==> src/rtl/sr_drv_pkg.sv <==
// Shared types and default constants for the SR latch driver.
// Optional pulse stretching is enabled with SR_DRV_PULSE_STRETCH_EN (see sr_latch_driver).
package sr_drv_pkg;

    typedef enum logic [2:0] {
        INIT  = 3'd0,
        IDLE  = 3'd1,
        SET_P = 3'd2,
        RST_P = 3'd3,
        GUARD = 3'd4
    } sr_drv_state_e;

    localparam int DEF_DEBOUNCE_CYC = 4;
    localparam int DEF_CNT_W        = 8;
    localparam int DEF_GUARD_CYC    = 2;
    localparam int DEF_STRETCH_CYC  = 4;

endpackage

==> src/rtl/sr_latch_debounce.sv <==
// One button channel: 2-flop synchronizer, counter-based debounce and a
// single-cycle rise strobe on each accepted low-to-high transition.
module sr_debounce
    import sr_drv_pkg::*;
#(
    parameter int DEBOUNCE_CYC = DEF_DEBOUNCE_CYC,
    parameter int CNT_W        = DEF_CNT_W
) (
    input  logic clk_i,
    input  logic rst_ni,
    input  logic btn_i,
    output logic rise_o
);

    logic             meta_q;
    logic             sync_q;
    logic             stable_q;
    logic             stable_d;
    logic             stable_prev_q;
    logic [CNT_W-1:0] cnt_q;
    logic [CNT_W-1:0] cnt_d;

    // Any cycle where the synchronized level agrees with the stable level
    // restarts the count, so a short glitch can never be accepted.
    always_comb begin
        stable_d = stable_q;
        cnt_d    = '0;
        if (sync_q == stable_q) begin
            cnt_d = '0;
        end else if (cnt_q == CNT_W'(DEBOUNCE_CYC - 1)) begin
            stable_d = sync_q;
            cnt_d    = '0;
        end else begin
            cnt_d = cnt_q + CNT_W'(1);
        end
    end

    always_ff @(posedge clk_i or negedge rst_ni) begin
        if (!rst_ni) begin
            meta_q        <= 1'b0;
            sync_q        <= 1'b0;
            stable_q      <= 1'b0;
            stable_prev_q <= 1'b0;
            cnt_q         <= '0;
        end else begin
            meta_q        <= btn_i;
            sync_q        <= meta_q;
            stable_q      <= stable_d;
            stable_prev_q <= stable_q;
            cnt_q         <= cnt_d;
        end
    end

    assign rise_o = stable_q & ~stable_prev_q;

endmodule

==> src/rtl/sr_latch_driver.sv <==
// Drives a NOR SR latch from two bouncy buttons: debounced, mutually exclusive
// S/R pulses with guard gaps. Define SR_DRV_PULSE_STRETCH_EN for STRETCH_CYC-long pulses.
module sr_latch_driver
    import sr_drv_pkg::*;
#(
    parameter int DEBOUNCE_CYC   = DEF_DEBOUNCE_CYC,
    parameter int CNT_W          = DEF_CNT_W,
    parameter int GUARD_CYC      = DEF_GUARD_CYC,
    parameter int RESET_PRIORITY = 1
`ifdef SR_DRV_PULSE_STRETCH_EN
    ,
    parameter int STRETCH_CYC    = DEF_STRETCH_CYC
`endif
) (
    input  logic          clk,
    input  logic          rst_n,
    input  logic          set_btn,
    input  logic          rst_btn,
    output logic          s_out,
    output logic          r_out,
    output logic          busy,
    output sr_drv_state_e dbg_state_o
);

    localparam int GCW = $clog2(GUARD_CYC + 1) + 1;

    logic           rise_s;
    logic           rise_r;
    logic           want_s;
    logic           want_r;
    logic           r_first;
    logic           issue_ok;
    logic           pulse_done;
    sr_drv_state_e  state_q;
    logic           s_q;
    logic           r_q;
    logic           busy_q;
    logic           pend_s_q;
    logic           pend_r_q;
    logic [GCW-1:0] gcnt_q;

    sr_debounce #(.DEBOUNCE_CYC(DEBOUNCE_CYC), .CNT_W(CNT_W)) u_deb_set (
        .clk_i  (clk),
        .rst_ni (rst_n),
        .btn_i  (set_btn),
        .rise_o (rise_s)
    );

    sr_debounce #(.DEBOUNCE_CYC(DEBOUNCE_CYC), .CNT_W(CNT_W)) u_deb_rst (
        .clk_i  (clk),
        .rst_ni (rst_n),
        .btn_i  (rst_btn),
        .rise_o (rise_r)
    );

    assign want_s   = pend_s_q | rise_s;
    assign want_r   = pend_r_q | rise_r;
    assign r_first  = want_r & (~want_s | (RESET_PRIORITY != 0));
    assign issue_ok = (state_q == IDLE) | ((state_q == GUARD) & (gcnt_q == '0));

`ifdef SR_DRV_PULSE_STRETCH_EN
    localparam int SCW = $clog2(STRETCH_CYC) + 1;
    logic [SCW-1:0] scnt_q;

    // Loaded as a pulse is issued; the pulse ends on the cycle it reads zero.
    always_ff @(posedge clk or negedge rst_n) begin
        if (!rst_n) begin
            scnt_q <= '0;
        end else if ((state_q != INIT) && issue_ok && (want_s || want_r)) begin
            scnt_q <= SCW'(STRETCH_CYC - 1);
        end else if (scnt_q != '0) begin
            scnt_q <= scnt_q - SCW'(1);
        end
    end

    assign pulse_done = (scnt_q == '0);
`else
    assign pulse_done = 1'b1;
`endif

    // The INIT pulse lands while the state already reads GUARD, so its guard
    // count is one longer to give GUARD_CYC idle cycles after the pulse.
    always_ff @(posedge clk or negedge rst_n) begin
        if (!rst_n) begin
            state_q  <= INIT;
            s_q      <= 1'b0;
            r_q      <= 1'b0;
            busy_q   <= 1'b0;
            pend_s_q <= 1'b0;
            pend_r_q <= 1'b0;
            gcnt_q   <= '0;
        end else if (state_q == INIT) begin
            state_q  <= GUARD;
            s_q      <= 1'b0;
            r_q      <= 1'b1;
            busy_q   <= 1'b1;
            gcnt_q   <= GCW'(GUARD_CYC);
            pend_s_q <= want_s;
            pend_r_q <= want_r;
        end else if (issue_ok) begin
            if (r_first) begin
                state_q  <= RST_P;
                s_q      <= 1'b0;
                r_q      <= 1'b1;
                busy_q   <= 1'b1;
                pend_r_q <= 1'b0;
                pend_s_q <= want_s;
            end else if (want_s) begin
                state_q  <= SET_P;
                s_q      <= 1'b1;
                r_q      <= 1'b0;
                busy_q   <= 1'b1;
                pend_s_q <= 1'b0;
                pend_r_q <= want_r;
            end else begin
                state_q  <= IDLE;
                s_q      <= 1'b0;
                r_q      <= 1'b0;
                busy_q   <= 1'b0;
            end
        end else begin
            pend_s_q <= want_s;
            pend_r_q <= want_r;
            case (state_q)
                SET_P, RST_P: begin
                    if (pulse_done) begin
                        state_q <= GUARD;
                        s_q     <= 1'b0;
                        r_q     <= 1'b0;
                        gcnt_q  <= GCW'(GUARD_CYC - 1);
                    end
                end
                GUARD: begin
                    s_q    <= 1'b0;
                    r_q    <= 1'b0;
                    gcnt_q <= gcnt_q - GCW'(1);
                end
                default: begin
                    state_q <= IDLE;
                    s_q     <= 1'b0;
                    r_q     <= 1'b0;
                    busy_q  <= 1'b0;
                end
            endcase
        end
    end

    assign s_out       = s_q;
    assign r_out       = r_q;
    assign busy        = busy_q;
    assign dbg_state_o = state_q;

endmodule

==> config.mk <==
export PLATFORM = sky130hd
export DESIGN_NAME = sr_latch_driver
export DESIGN_NICKNAME = d
export VERILOG_FILES = /design/src/rtl/sr_drv_pkg.sv /design/src/rtl/sr_latch_debounce.sv /design/src/rtl/sr_latch_driver.sv
export SDC_FILE = /design/constraint.sdc
export NUM_CORES = 1
export LEC_CHECK = 0
export CAP_MARGIN = 20
export CORE_UTILIZATION = 55
export DETAILED_ROUTE_END_ITERATION = 10
export HOLD_SLACK_MARGIN = 0.1
export PLACE_DENSITY_LB_ADDON = 0.25
export SYNTH_ARGS = -nofsm -noshare
export SYNTH_HDL_FRONTEND = slang
export SYNTH_SLANG_ARGS = --single-unit
==> constraint.sdc <==
create_clock -name clk -period 1.9 [get_ports clk]
set_input_delay 0.285 -clock clk [delete_from_list [all_inputs] [get_ports clk]]
set_output_delay 0.285 -clock clk [all_outputs]
set_load 0.01 [all_outputs]
Word level (Yosys, flattened, before mapping)
Index checks and enable logic that the tools add are counted.
{ "op_classes": {"addsub": 3, "n_eq_ne": 12, "mux": 30, "bitwise_logic": 10, "reduce_logical": 8} }
{ "op_table": {"columns": ["operator", "n"], "rows": [
  ["8-bit 2-to-1 mux", 4],
  ["1-bit 2-to-1 mux", 18],
  ["8-bit by 1-bit adder with 8-bit output, second input constant", 2],
  ["8-bit by 2-bit equality test with 1-bit output, second input constant", 2],
  ["3-bit 2-to-1 mux", 4],
  ["3-bit case mux with 2 select lines", 2],
  ["3-bit by 2-bit equality test with 1-bit output, second input constant", 2],
  ["3-bit zero test", 2],
  ["2-bit AND reduction", 3],
  ["2-bit 2-to-1 mux", 2],
  ["4-bit by 3-bit != test with 1-bit output, second input constant", 1],
  ["1-bit inverter", 4],
  ["1-bit bitwise AND", 3],
  ["3-bit by 1-bit equality test with 1-bit output, second input constant", 1],
  ["3-bit equality test, second input constant", 1],
  ["3-bit by 1-bit != test with 1-bit output, second input constant", 1],
  ["3-bit by 2-bit != test with 1-bit output, second input constant", 1],
  ["1-bit bitwise OR", 3],
  ["3-bit nonzero test", 1],
  ["3-bit OR reduction", 1],
  ["3-bit by 1-bit subtractor with 3-bit output, second input constant", 1],
  ["1-bit equality test", 2],
  ["2-bit by 1-bit != test with 1-bit output, second input constant", 1],
  ["2-bit OR reduction", 1]
]} }
{ "totals": {"ff_bits": 35, "input_bits": 4, "out_inout_bits": 6, "wordCells": 80} }

Depth between registers and ports, before layout
Gate-level depths: netlist of run 1.
{ "depth": {"depth_word": 7, "mapped_depth": 6, "ltp_nobuf": 6} }

Cells and area by module
From an unflattened synthesis of run 1, not the netlist that was laid out.
{ "unflattened": {"cells_unflattened": 144, "area_unflattened_um2": 1601.5} }
{ "by_module_without_submodules": {"columns": ["module", "instances", "cells_each", "area_per_inst_um2", "seq_area_each_um2"], "rows": [
  ["sr_debounce", 2, 46, 524.3, 300.3],
  ["sr_latch_driver", 1, 52, 553.0, 275.3]
]} }

Worst setup path after synthesis of run 1
Ideal clock, no wire load.
{ "synth_path": {"path_kind": "register to register", "startpoint": "reg gcnt_q[0]", "endpoint": "reg busy_q, in the netlist busy", "setup_ns": 0.125, "arrival_ns": 1.397, "required_ns": 1.775, "path_slack_ns": 0.378, "stages_incl_launch_ff": 7, "path_buffers": 0, "synth_period_minus_slack_ns": 1.522, "cell_sequence": "dfrtp_1 > inv_1 > ha_1 > nor4bb_4 > a21oi_2 > nor2_4 > mux2_4"} }
{ "synth_between": {"elab_chain_len": 5, "elab_cells_between_ends": 6, "cone_classes": "1 x eq/ne; 2 x mux; 2 x bitwise; 1 x reduce/logical"} }
{ "synth_lines": {"columns": ["item", "line", "source"], "rows": [
  ["from (decl)", "sr_latch_driver.sv:40", "logic [GCW-1:0] gcnt_q;"],
  ["from (signal assigned)", "sr_latch_driver.sv:97", "gcnt_q <= GCW'(GUARD_CYC);"],
  ["from (signal assigned)", "sr_latch_driver.sv:130", "gcnt_q <= GCW'(GUARD_CYC - 1);"],
  ["from (signal assigned)", "sr_latch_driver.sv:136", "gcnt_q <= gcnt_q - GCW'(1);"],
  ["3-bit zero test *", "sr_latch_driver.sv:59", "assign issue_ok = (state_q == IDLE) | ((state_q == GUARD) & (gcnt_q == '0));"],
  ["1-bit bitwise AND *", "sr_latch_driver.sv:59", null],
  ["1-bit bitwise OR *", "sr_latch_driver.sv:59", null],
  ["1-bit 2-to-1 mux", "sr_latch_driver.sv:100", "end else if (issue_ok) begin"],
  ["1-bit 2-to-1 mux", "sr_latch_driver.sv:92", "end else if (state_q == INIT) begin"],
  ["to (signal assigned)", "sr_latch_driver.sv:88", "busy_q <= 1'b0;"],
  ["to (signal assigned)", "sr_latch_driver.sv:96", "busy_q <= 1'b1;"],
  ["to (signal assigned)", "sr_latch_driver.sv:105", "busy_q <= 1'b1;"],
  ["to (decl)", "sr_latch_driver.sv:37", "logic busy_q;"]
]} }
Every way passes the cells marked *; elsewhere a longest branch is shown, timed or not.
A chain may end at the register's enable or synchronous reset.

Final worst setup path of run 1
{ "layout_path": {"startpoint": "reg state_q[0], in the netlist dbg_state_o[0]", "endpoint": "out dbg_state_o[0]"} }
{ "layout_rtl": {"columns": ["item", "line", "source"], "rows": [
  ["from (decl)", "sr_latch_driver.sv:34", "sr_drv_state_e state_q;"],
  ["from (signal assigned)", "sr_latch_driver.sv:85", "state_q <= INIT;"],
  ["from (signal assigned)", "sr_latch_driver.sv:93", "state_q <= GUARD;"],
  ["from (signal assigned)", "sr_latch_driver.sv:102", "state_q <= RST_P;"],
  ["to (decl)", "sr_latch_driver.sv:22", "output sr_drv_state_e dbg_state_o"]
]} }
No word-level cell between the ends.

==> results of run 1 <==
==> sequential cells by signal, summed over array words and instances, names as in the netlist <==
| register | count |
|---|---|
| u_deb_rst.stable_q | 1 |
| gcnt_q | 3 |
| u_deb_set.meta_q | 1 |
| busy | 1 |
| u_deb_set.cnt_q | 8 |
| u_deb_set.stable_q | 1 |
| dbg_state_o | 3 |
| u_deb_rst.stable_prev_q | 1 |
| u_deb_set.sync_q | 1 |
| u_deb_set.stable_prev_q | 1 |
| pend_r_q | 1 |
| u_deb_rst.meta_q | 1 |
| u_deb_rst.cnt_q | 8 |
| u_deb_rst.sync_q | 1 |
| r_out | 1 |
| s_out | 1 |
| pend_s_q | 1 |
==> cell families (layout without fill, tap and decap cells) <==
logic type,count (synthesis),in the layout,share of synthesized area
flip-flops,35,35,0.545
AND/OR/NAND/NOR,61,61,0.216
multiplexers,4,4,0.0296
XOR/XNOR,13,13,0.0709
buffers and inverters,7,24,0.0218
AO/OA/AOI/OAI,17,17,0.0701
adder cells (fa/ha/maj),6,6,0.0467
==> cell type report <==
type                    instances  area share
well taps                      31      0.0217
multi-input cells             101       0.389
clock buffers                   6      0.0231
clock inverters                 2     0.00700
flip-flops and latches         35       0.490
repair buffers                 11      0.0588
inverters                       5      0.0105
==> worst paths after layout <==
path | to | cells after the start
max in group asynchronous | u_deb_set.meta_q | 2
min | gcnt_q[2] | 2
max | dbg_state_o[0] | 1
max reg2reg | busy | 6
min in group clk | u_deb_set.sync_q | 0
min reg2reg | u_deb_set.sync_q | 0
==> placed cells by master, fill, tap and decap left out, types with 2 or more instances in the layout <==
cell type / instances
and3_1: 3
clkdlybuf4s50_1: 9
buf_4: 2
mux2_2: 2
nand3_1: 8
nand2_1: 11
o21ai_0: 4
dfrtp_1: 35
clkbuf_4: 5
xor2_1: 8
a21oi_1: 5
and2_1: 3
inv_1: 4
ha_1: 6
nor4b_1: 2
nor3_1: 4
nor2_1: 19
xnor2_1: 5
==> power by group through the flow <==
stage | registers [mW] | logic (mW) | clock network [mW]
finish | 1.19 | 0.990 | 0.382
global route | 1.23 | 1.10 | 0.427
CTS | 1.19 | 1.00 | 0.401
detailed placement | 1.21 | 0.997 | 0
global placement | 1.19 | 0.953 | 0
floorplan | 1.15 | 0.740 | 0
==> per-stage QoR <==
stage / util / total power, mW / area [um^2]
after CTS: 0.648 / 2.59 / 1790
after detailed placement: 0.629 / 2.20 / 1730
after global placement: 0.629 / 2.14 / 1730
after floorplan: - / 1.89 / 1610
final: 0.648 / 2.56 / 1790
after global routing: 0.648 / 2.76 / 1790
==> routing by layer <==
metal | wire length [um] | vias up | track usage
met4 | 51 | 0 | 0.115
met3 | 84 | 6 | 0.0628
met1 | 1150 | 512 | 0.226
li1 | - | 518 | -
met2 | 1270 | 16 | 0.293
met5 | 0 | - | 0
==> impl_metrics.tcl, run 1 <==
set metrics [dict create \
    worst-path-buf-inv 1 \
    h-tree-depth 2 \
    combPwrFrac 0.386 \
    pre_cts_ws_ns 0.265 \
    gp_congestion 0.801 \
    finalNonFillerCells 191 \
    diodes 0 \
    grt_pass1_vias 1058 \
    timing.final.ws_setup_ns 0.0772 \
    crit_path_end_kind "output port" \
    layout_min_cycle_time_ns 1.82 \
    p_clk_frac 0.149 \
    rsz0062_at_grt "no" \
    cts_setup_buffers 0 \
    worstPathCellList "clkdlybuf4s50_1" \
    worst_ir_drop_vdd_v 0.00106 \
    power_leakage_nw 0.803 \
    start_kind "register" \
    multi_input_area_um2 696 \
    area_growth_pct 11.3 \
    cts_buffers 5 \
    dp_cells 183 \
    synth_edf_count 0 \
    worst_pin_slew_ns 0.429 \
    fin_nets 169 \
    clock_latency_ns 0.33 \
    syn_inst 143 \
    grt_overflow 0 \
    holdWs_ns 0.344 \
    intPower_mw 1.60 \
    clock.fmax_mhz 549 \
    fillCellCount 220 \
    maxCapViolations 0 \
    antenna_violating_nets_post_route 0 \
    cts_sinks 35 \
    max_slew_margin 0.714 \
    finalSetupViolCount 0 \
    synth_fp_nets 153 \
    drt_wl_total_mm 2.55 \
    drt_iter0_markers 20 \
    dieWidth_um 56.0 \
    slowest_stage "clkdlybuf4s50_1" \
    dieHeight_um 56.0 \
    hold_buffers 0 \
    yosysMostFrequentCell "dfrtp_1" \
    dp_hpwl_mm 1.85 \
    netlist.area_leader.share 0.545 \
    synth-main-ff-cell "dfrtp_1" \
    drv_slew 0 \
    ios 10 \
    ys_warn_count 0 \
    arrival_ns 1.54 \
    finalSetupTns_ns 0 \
    critPathTopFamily "buffers and inverters" \
    synth_cell_types 39 \
    antenna_found_initial 0 \
    grt_usage 0.188 \
    p_sw_uw 964 \
    core-area_mm2 0.00276 \
    clk_pin_slew_worst_paths_ns 0.10 \
    r2r-start "gcnt_q[0]" \
    clock-root-buffer "clkbuf_4" \
    outcome "completed" \
    synth_common_cells "dfrtp_1, nor2_1, nand2_1" \
    routed-via-count 1052 \
    p_per_area_mw_per_mm2 1430 \
    seq_area_um2 876 \
    layout-drive-gt1-share 0.131 \
    fin_worst_skew_ns 0.00556 \
    path_class "reg -> out" \
    ys_seq_area_frac 0.545 \
    die_area_mm2 0.00314 \
    final_hold_viol_count 0 \
    hold_path_class "in -> async" \
    vias_per_cell 5.51 \
    first_pass_iters 4 \
    setup.worst_path.start "dbg_state_o[0]" \
    portBuffers 9 \
    syn-cell-area_mm2 0.00161 \
    clockBufferDepth 2 \
    r2r_slack_ns 0.26 \
    required_ns 1.62 \
    swShare 0.376 \
    async_flop_share 1.00 \
    cts_tree "built" \
    ys_ff_latch 35 \
    syn_area_per_cell_um2 11.2 \
    drc 0 \
    synth_top_area_cell "dfrtp_1" \
    row_count 19 \
    synthTopCellsByArea "dfrtp_1, ha_1, nor2_1" \
    routedWlPerCell_um 13.4 \
    cts_resized 0 \
    cp_max_fo 11 \
    grt_pass1_wl_mm 4.42 \
    seq_power_share 0.464 \
    start_util 0.583 \
    finalCritPeriodShare 0.959 \
    grt_max_degree 36 \
    critPathMaxStageDelay_ns 0.61 \
]
Note: power is estimated with default switching activity, not from simulation.
==> run 2, diff against run 1 <==
- CTS_CLUSTER_DIAMETER: not set -> 150
- REMOVE_ABC_BUFFERS: not set -> 1
==> impl_metrics.tcl, run 2 (same netlist as run 1, synthesis figures left out) <==
set metrics [dict create \
    timing.final.ws_setup_ns 0.0918 \
    p_clk_frac 0.193 \
    final_hold_viol_count 0 \
    final_common_cell "dfrtp_1" \
    clock-root-buffer "clkbuf_4" \
    clockBufferDepth 2 \
    routedWlPerCell_um 13.3 \
    r2r-start "gcnt_q[0]" \
    grt_usage 0.187 \
    rr_endpoint "busy" \
    finalCritPeriodShare 0.952 \
    h-tree-depth 2 \
    routed-via-count 1046 \
    worst_pin_slew_ns 0.413 \
    area_growth_pct 13.0 \
    power_leakage_nw 0.820 \
    finalSetupTns_ns 0 \
    outcome "completed" \
    arrival_ns 1.52 \
    clock.fmax_mhz 553 \
    fin_worst_skew_ns 0.00793 \
    antenna_violating_nets_post_route 0 \
    drc 0 \
    intPower_mw 1.73 \
    p_sw_uw 955 \
    drt_wl_total_mm 2.55 \
    cts_sinks 35 \
    rsz0062_at_grt "no" \
    worst_ir_drop_vdd_v 0.00112 \
    maxCapViolations 0 \
    path_class "reg -> out" \
    slowest_stage "clkdlybuf4s50_1" \
    antenna_found_initial 0 \
    worst-path-buf-inv 1 \
    dieHeight_um 56.0 \
    layout-drive-gt1-share 0.138 \
    reg_top3 "u_deb_rst.cnt_q x8, u_deb_set.cnt_q x8" \
    required_ns 1.62 \
    crit_path_end_kind "output port" \
    dieWidth_um 56.0 \
    row_count 19 \
    dp_hpwl_mm 1.83 \
    p_per_area_mw_per_mm2 1480 \
    max_slew_margin 0.725 \
    finalSetupViolCount 0 \
    hold_path_class "in -> async" \
    ios 10 \
    grt_pass1_wl_mm 4.50 \
    final_cell_mix "dfrtp_1, nor2_1, nand2_1" \
    critPathTopFamily "buffers and inverters" \
    cts_setup_buffers 0 \
    drv_slew 0 \
    die_area_mm2 0.00314 \
    pre_cts_ws_ns 0.275 \
    critPathMaxStageDelay_ns 0.61 \
    grt_overflow 0 \
    fin_nets 169 \
    grt_max_degree 36 \
    worstPathCellList "clkdlybuf4s50_1" \
    swShare 0.355 \
    r2r_slack_ns 0.27 \
    seq_power_share 0.435 \
    grt_pass1_vias 1062 \
    start_util 0.583 \
    cp_max_fo 11 \
    clock_latency_ns 0.33 \
    layout_min_cycle_time_ns 1.81 \
    start_kind "register" \
    cts_resized 0 \
    portBuffers 9 \
    gp_congestion 0.888 \
    hold_buffers 0 \
    cts_buffers 5 \
    vias_per_cell 5.48 \
    core-area_mm2 0.00276 \
    r2r_cells 6 \
    first_pass_iters 4 \
    drt_iter0_markers 23 \
    clk_pin_slew_worst_paths_ns 0.10 \
    cts_tree "built" \
    combPwrFrac 0.372 \
    diodes 0 \
]
[run 2: metrics by stage]
step | hold slack [ns] | std cells | total power [mW] | util | cell area, um^2
after CTS | 0.354 | 191 | 2.72 | 0.658 | 1820
after global routing | 0.362 | 191 | 2.90 | 0.658 | 1820
after detailed placement | 0.338 | 183 | 2.19 | 0.629 | 1730
after global placement | 0.345 | 183 | 2.15 | 0.629 | 1730
after floorplan | -0.0106 | 141 | 1.86 | - | 1590
final | 0.349 | 191 | 2.69 | 0.658 | 1820
[run 2: cell type report]
cell class | count | area, um^2
multi-input combinational | 101 | 696
timing repair buffer | 11 | 105
clock inverter | 3 | 43.8
sequential | 35 | 876
clock buffer | 5 | 37.5
inverter | 5 | 18.8
tap | 31 | 38.8
fill | 220 | 942
[run 2: worst max-delay path by stage]
stage / cells past startpoint / to / slack (ns) / startpoint
after floorplan: 6 / busy / 0.36 / gcnt_q[0]
final: 1 / dbg_state_o[0] / 0.09 / dbg_state_o[0]
after global placement: 6 / busy / 0.33 / gcnt_q[0]
after CTS: 1 / dbg_state_o[0] / 0.07 / dbg_state_o[0]
after global routing: 1 / dbg_state_o[0] / 0.01 / dbg_state_o[0]
after detailed placement: 6 / busy / 0.28 / gcnt_q[0]
[run 2: routing by layer]
| layer | vias up | track usage | share of wire |
|---|---|---|---|
| met5 | - | 0 | 0 |
| met4 | 0 | 0.0801 | 0.021 |
| met3 | 6 | 0.0628 | 0.034 |
| met2 | 16 | 0.298 | 0.47 |
| met1 | 509 | 0.234 | 0.47 |
| li1 | 515 | - | - |
[run 2: power by group through the flow]
stage / Combinational (mW) / Clock [mW] / Sequential, mW
after floorplan: 0.667 / 0 / 1.19
after global placement: 0.971 / 0 / 1.17
after detailed placement: 1.01 / 0 / 1.18
after CTS: 1.01 / 0.541 / 1.17
after global routing: 1.12 / 0.573 / 1.20
final: 0.999 / 0.518 / 1.17
